--- config.mk ---
export PLATFORM = sky130hd
export DESIGN_NAME = pipelined_ks_subtractor_24bit_flat
export DESIGN_NICKNAME = d
export VERILOG_FILES = /design/src/rtl/pipelined_ks_subtractor_24bit_if.sv /design/src/rtl/pipelined_ks_subtractor_24bit.sv /design/src/flat_wrapper.sv
export SDC_FILE = /design/constraint.sdc
export NUM_CORES = 1
export LEC_CHECK = 0
export ABC_AREA = 0
export ABC_CLOCK_PERIOD_IN_PS = 6520
export CORE_ASPECT_RATIO = 0.5
export CORE_MARGIN = 4
export CORE_UTILIZATION = 55
export DETAILED_ROUTE_END_ITERATION = 7
export GPL_TIMING_DRIVEN = 0
export PLACE_DENSITY = 0.87
export SYNTH_ARGS = -nofsm -noshare
export SYNTH_HDL_FRONTEND = slang
export SYNTH_SLANG_ARGS = --single-unit
--- constraint.sdc ---
create_clock -name clk -period 6.52 [get_ports clk]
set_input_delay 1.304 -clock clk [delete_from_list [all_inputs] [get_ports clk]]
set_output_delay 1.304 -clock clk [all_outputs]
set_load 0.01 [all_outputs]
--- src/rtl/pipelined_ks_subtractor_24bit_if.sv ---
// Operand/result handshake bundle for the pipelined Kogge-Stone subtractor.
// master drives in_valid/A/B/bin/out_ready; slave drives in_ready/out_valid/D/bout.
interface pipelined_ks_subtractor_24bit_if #(
    parameter int width = 24
);
    logic             in_valid;
    logic             in_ready;
    logic [width-1:0] A;
    logic [width-1:0] B;
    logic             bin;
    logic             out_valid;
    logic             out_ready;
    logic [width-1:0] D;
    logic             bout;

    modport master (
        output in_valid, A, B, bin, out_ready,
        input  in_ready, out_valid, D, bout
    );

    modport slave (
        input  in_valid, A, B, bin, out_ready,
        output in_ready, out_valid, D, bout
    );
endinterface

--- src/rtl/pipelined_ks_subtractor_24bit.sv ---
// 3-stage Kogge-Stone subtractor: D = A - B - bin, bout = borrow out.
// Ports: clk, rst (sync, active-high), bus (slave side of the handshake bundle).
module pipelined_ks_subtractor_24bit #(
    parameter int width = 24
) (
    input logic clk,
    input logic rst,
    pipelined_ks_subtractor_24bit_if.slave bus
);
    localparam int LEVELS = $clog2(width);
    localparam int L_S2   = (LEVELS + 1) / 2;

    // Prefix levels [lo, hi): generate half.
    function automatic logic [width-1:0] ks_g(
        input logic [width-1:0] g,
        input logic [width-1:0] p,
        input int               lo,
        input int               hi
    );
        logic [width-1:0] ng;
        logic [width-1:0] np;
        for (int l = lo; l < hi; l++) begin
            ng = g;
            np = p;
            for (int i = (1 << l); i < width; i++) begin
                ng[i] = g[i] | (p[i] & g[i - (1 << l)]);
                np[i] = p[i] & p[i - (1 << l)];
            end
            g = ng;
            p = np;
        end
        return g;
    endfunction

    // Prefix levels [lo, hi): propagate half.
    function automatic logic [width-1:0] ks_p(
        input logic [width-1:0] p,
        input int               lo,
        input int               hi
    );
        logic [width-1:0] np;
        for (int l = lo; l < hi; l++) begin
            np = p;
            for (int i = (1 << l); i < width; i++)
                np[i] = p[i] & p[i - (1 << l)];
            p = np;
        end
        return p;
    endfunction

    logic             r_v1, r_v2, r_v3;
    logic             w_adv1, w_adv2, w_adv3;
    logic             w_in_ready, w_accept;

    logic [width-1:0] r_g1, r_p1;
    logic             r_c1;
    logic [width-1:0] r_g2, r_pg2, r_x2;
    logic             r_c2;
    logic [width-1:0] r_d;
    logic             r_bout;

    logic [width-1:0] w_g0, w_p0;
    logic             w_cin;
    logic [width-1:0] w_g2, w_pg2, w_g3;
    logic [width-1:0] w_sum;

    assign w_adv3     = ~r_v3 | bus.out_ready;
    assign w_adv2     = ~r_v2 | w_adv3;
    assign w_adv1     = ~r_v1 | w_adv2;
    assign w_in_ready = ~rst & w_adv1;
    assign w_accept   = bus.in_valid & w_in_ready;

    // A - B - bin == A + ~B + ~bin; carry-in is folded into bit 0's
    // generate so the prefix tree spans exactly width positions.
    always_comb begin
        w_cin   = ~bus.bin;
        w_p0    = bus.A ^ ~bus.B;
        w_g0    = bus.A & ~bus.B;
        w_g0[0] = w_g0[0] | (w_p0[0] & w_cin);
    end

    assign w_g2  = ks_g(r_g1, r_p1, 0, L_S2);
    assign w_pg2 = ks_p(r_p1, 0, L_S2);
    assign w_g3  = ks_g(r_g2, r_pg2, L_S2, LEVELS);

    // Carry into bit i is the group generate of bits [i-1:0].
    always_comb begin
        w_sum              = r_x2;
        w_sum[0]           = r_x2[0] ^ r_c2;
        w_sum[width-1:1]   = r_x2[width-1:1] ^ w_g3[width-2:0];
    end

    always_ff @(posedge clk) begin
        if (rst) begin
            r_v1   <= 1'b0;
            r_v2   <= 1'b0;
            r_v3   <= 1'b0;
            r_d    <= '0;
            r_bout <= 1'b0;
        end else begin
            if (w_adv1) begin
                r_v1 <= w_accept;
                if (w_accept) begin
                    r_g1 <= w_g0;
                    r_p1 <= w_p0;
                    r_c1 <= w_cin;
                end
            end
            if (w_adv2) begin
                r_v2 <= r_v1;
                if (r_v1) begin
                    r_g2  <= w_g2;
                    r_pg2 <= w_pg2;
                    r_x2  <= r_p1;
                    r_c2  <= r_c1;
                end
            end
            if (w_adv3) begin
                r_v3 <= r_v2;
                if (r_v2) begin
                    r_d    <= w_sum;
                    r_bout <= ~w_g3[width-1];
                end
            end
        end
    end

    assign bus.in_ready  = w_in_ready;
    assign bus.out_valid = r_v3;
    assign bus.D         = r_d;
    assign bus.bout      = r_bout;
endmodule

--- src/flat_wrapper.sv ---
// flat-port wrapper written by rule: the top's interface ports become plain ports
module pipelined_ks_subtractor_24bit_flat 
#(
    parameter int width = 24
)
  (clk, rst, bus_in_valid, bus_A, bus_B, bus_bin, bus_out_ready, bus_in_ready, bus_out_valid, bus_D, bus_bout);
  pipelined_ks_subtractor_24bit_if #(.width(width)) bus_i ();
  input logic clk;
  input logic rst;
  input wire logic [$bits(bus_i.in_valid)-1:0] bus_in_valid;
  input wire logic [$bits(bus_i.A)-1:0] bus_A;
  input wire logic [$bits(bus_i.B)-1:0] bus_B;
  input wire logic [$bits(bus_i.bin)-1:0] bus_bin;
  input wire logic [$bits(bus_i.out_ready)-1:0] bus_out_ready;
  output wire logic [$bits(bus_i.in_ready)-1:0] bus_in_ready;
  output wire logic [$bits(bus_i.out_valid)-1:0] bus_out_valid;
  output wire logic [$bits(bus_i.D)-1:0] bus_D;
  output wire logic [$bits(bus_i.bout)-1:0] bus_bout;
  assign bus_i.in_valid = bus_in_valid;
  assign bus_i.A = bus_A;
  assign bus_i.B = bus_B;
  assign bus_i.bin = bus_bin;
  assign bus_i.out_ready = bus_out_ready;
  assign bus_in_ready = bus_i.in_ready;
  assign bus_out_valid = bus_i.out_valid;
  assign bus_D = bus_i.D;
  assign bus_bout = bus_i.bout;
  pipelined_ks_subtractor_24bit #(.width(width)) u_core (.clk(clk), .rst(rst), .bus(bus_i));
endmodule
==> flow_summary.toml <==
[outcome]
outcome = "finished clean"

[yosys]
syn_nets = 543
synthMuxAreaShare_pct = 0
yosys.area_share.adder_pct = 4.95
syn_area_um2 = 6060
synth_cell_type_count = 35
synth_top_family_by_area = "compound AO/OA/AOI/OAI gates"
synth-xor-area-share_pct = 2.46
synth_compound_area_share_pct = 13.8
synth_warnings = 0
synth_seq_cells = 142
synthSimpleGateAreaFrac_pct = 10.0
synthCells = 466
syn_area_per_cell_um2 = 13.0
ys_seq_area_share_pct = 65.7

[clocking]
cts_sinks = 142
cts_root_buf = "clkbuf_16"
cts_setup_buffers = 0
cts_hold_buf = 0
cts.reportedPaths.clkPinSlew_ns = 0.06
clock_latency_ns = 0.41
htreeDepth = 4
cts_made_buffers = 17
ctsResizeCount = 0
cts_tree = "done"
cts_buffer_depth = 2

[timing]
setup_viol = 0
rsz0062_at_grt = "no"
max_freq_mhz = 247
tns_ns = 0
tightestPinTransition_ns = 0.822
fin_worst_skew_ns = 0.00760
period_share_pct = 62.1
slew_headroom_pct = 45.1
drv_slew = 0
worst_slack_ns = 2.47
hold_slack_ns = 0.421
hold_viol_final = 0
finalCriticalPeriod_ns = 4.05

[global_route]
grt_pass1_vias = 4380
overflow = 0
grt_usage_pct = 24.0
antenna_found_initial = 0
grt_max_degree = 45
grt_pass1_wl_um = 22900

[critical_path]
cp_num_buf_inv = 2
crit_path_max_incr_delay_ns = 0.59
path_class = "in2out"
slowest_stage = "clkdlybuf4s50_1"
start_kind = "primary input"
worst_setup_path_end_kind = "output port"
crit_top_cell = "clkdlybuf4s50_1"
crit_family = "buffers and inverters"
path_cells = "clkdlybuf4s50_1, nor2b_1, a31oi_1, clkdlybuf4s50_1"
cp.arrival_ns = 2.75
crit_required_ns = 5.22
crit_fanout = 4

[worst_hold_path]
min_path_type = "reg2reg"

[power]
p_per_area_nw_per_um2 = 286
p_leak_nw = 2.62
ir_worst_vdd_v = 0.000197
finalPower_mw = 2.19

[placed_design]
place_congestion = 0.886
dp_hpwl_um = 10200
place_area_um2 = 7100
dp_slack_ns = 2.47
dp_cells = 687
port-buffer-count = 78

[finish]
drive_gt1_share_pct = 7.96
fillers = 648
synthToLayoutAreaGrowth_pct = 26.8
stdcell_area_um2 = 7680
layout_commonest_cell = "edfxtp_1"
insertedDiodeCount = 0
mostFrequentLayoutCells = "114 x edfxtp_1, 78 x clkdlybuf4s50_1, 42 x a21oi_1"
fin_nets = 643
final_util_pct = 73.3
instances_no_fill = 718

[floorplan]
fp.dieH_um = 82.2
die_w_um = 156
initial_core_util_pct = 57.9
boundaryPins = 80
rows = 26
dieArea_um2 = 12900
core_region_area_um2 = 10500

[route]
dr_wl_met3_um = 1770
drt-wirelength-per-cell_um = 20.5
vias = 4409
wl_met2_um = 6730
vias_per_cell = 6.14
detail-route-antenna-nets = 0
drc_errors = 0
drt-total-wl_um = 14700
dr.max_layer_used = "met4"
drt-met1-wl_um = 5810
firstDrtPassIters = 6
drtIter0Drc = 641

[job]
cap_viol_max_count = 0
[flip-flops by register name, summed over array words and instances, names as in the netlist, 16 cells and up]
name and count:
u_core.r_g2 24, u_core.r_p1 24, u_core.r_pg2 16, u_core.r_x2 24, u_core.bus.D 24, u_core.r_g1 24
[cell type report]
cell class | instances | area (um2) | area share, %
Buffer | 14 | 75.1 | 0.977
Clock buffer | 18 | 429 | 5.59
Clock inverter | 13 | 149 | 1.94
Inverter | 28 | 108 | 1.40
Multi-Input combinational cell | 282 | 1910 | 24.8
Sequential cell | 142 | 3980 | 51.9
Tap cell | 140 | 175 | 2.28
Timing Repair Buffer | 81 | 856 | 11.1
[power breakdown]
part	total, mW	internal [mW]	switching, mW
sequential	1.08	1.03	0.0454
combinational	0.165	0.0816	0.0831
clock	0.952	0.593	0.359
[synth_stat cells]
library cell	instances	area, um2
a31oi_1	2	12.5
ha_1	24	300
nor2_2	1	6.26
xnor2_1	9	78.8
nand2_1	24	90.1
nor3_1	3	15.0
a21o_1	9	67.6
o21ai_0	21	105
o221ai_1	4	35.0
a21oi_1	43	215
o22ai_1	8	50.1
and3_1	7	43.8
buf_2	6	30.0
inv_4	1	6.26
edfxtp_1	114	3420
and4_1	1	8.76
nand4b_1	7	61.3
o311ai_1	1	8.76
o211ai_1	1	7.51
nand2b_1	11	68.8
clkbuf_1	6	22.5
or3_4	1	11.3
nand4_1	18	113
and2_1	1	6.26
o2111ai_1	7	61.3
xor2_1	8	70.1
nor2_1	22	82.6
inv_1	27	101
buf_6	2	22.5
a211oi_1	9	67.6
o21a_1	17	128
nor2b_1	16	100
o32ai_4	1	27.5
o311ai_0	6	52.6
dfxtp_1	28	561
[path summary, 6_finish.rpt]
check | startpoint | to | slack (ns) | cells past startpoint
setup / recovery | bus_out_ready | bus_in_ready | 2.47 | 4
setup reg to reg | u_core.bus.out_valid | u_core.r_x2[22] | 4.24 | 5
hold / removal | u_core.r_c1 | u_core.r_c2 | 0.42 | 0
hold reg to reg | u_core.r_c1 | u_core.r_c2 | 0.42 | 0
[routing by layer]
metal  vias up  track usage (%)
met5         -                0
met3        50             8.17
li1       1974                -
met1      2043             30.5
met2       342             38.2
met4         0             10.3
[cell families after synthesis]
kind of cell / after synthesis
AOI/OAI and AO/OA: 129
xor gates and xnor gates: 17
adders and majority gates: 24
buffers and inverters: 42
DFF: 142
and+or+nand+nor: 112
Power figures use the tool's default switching activity.
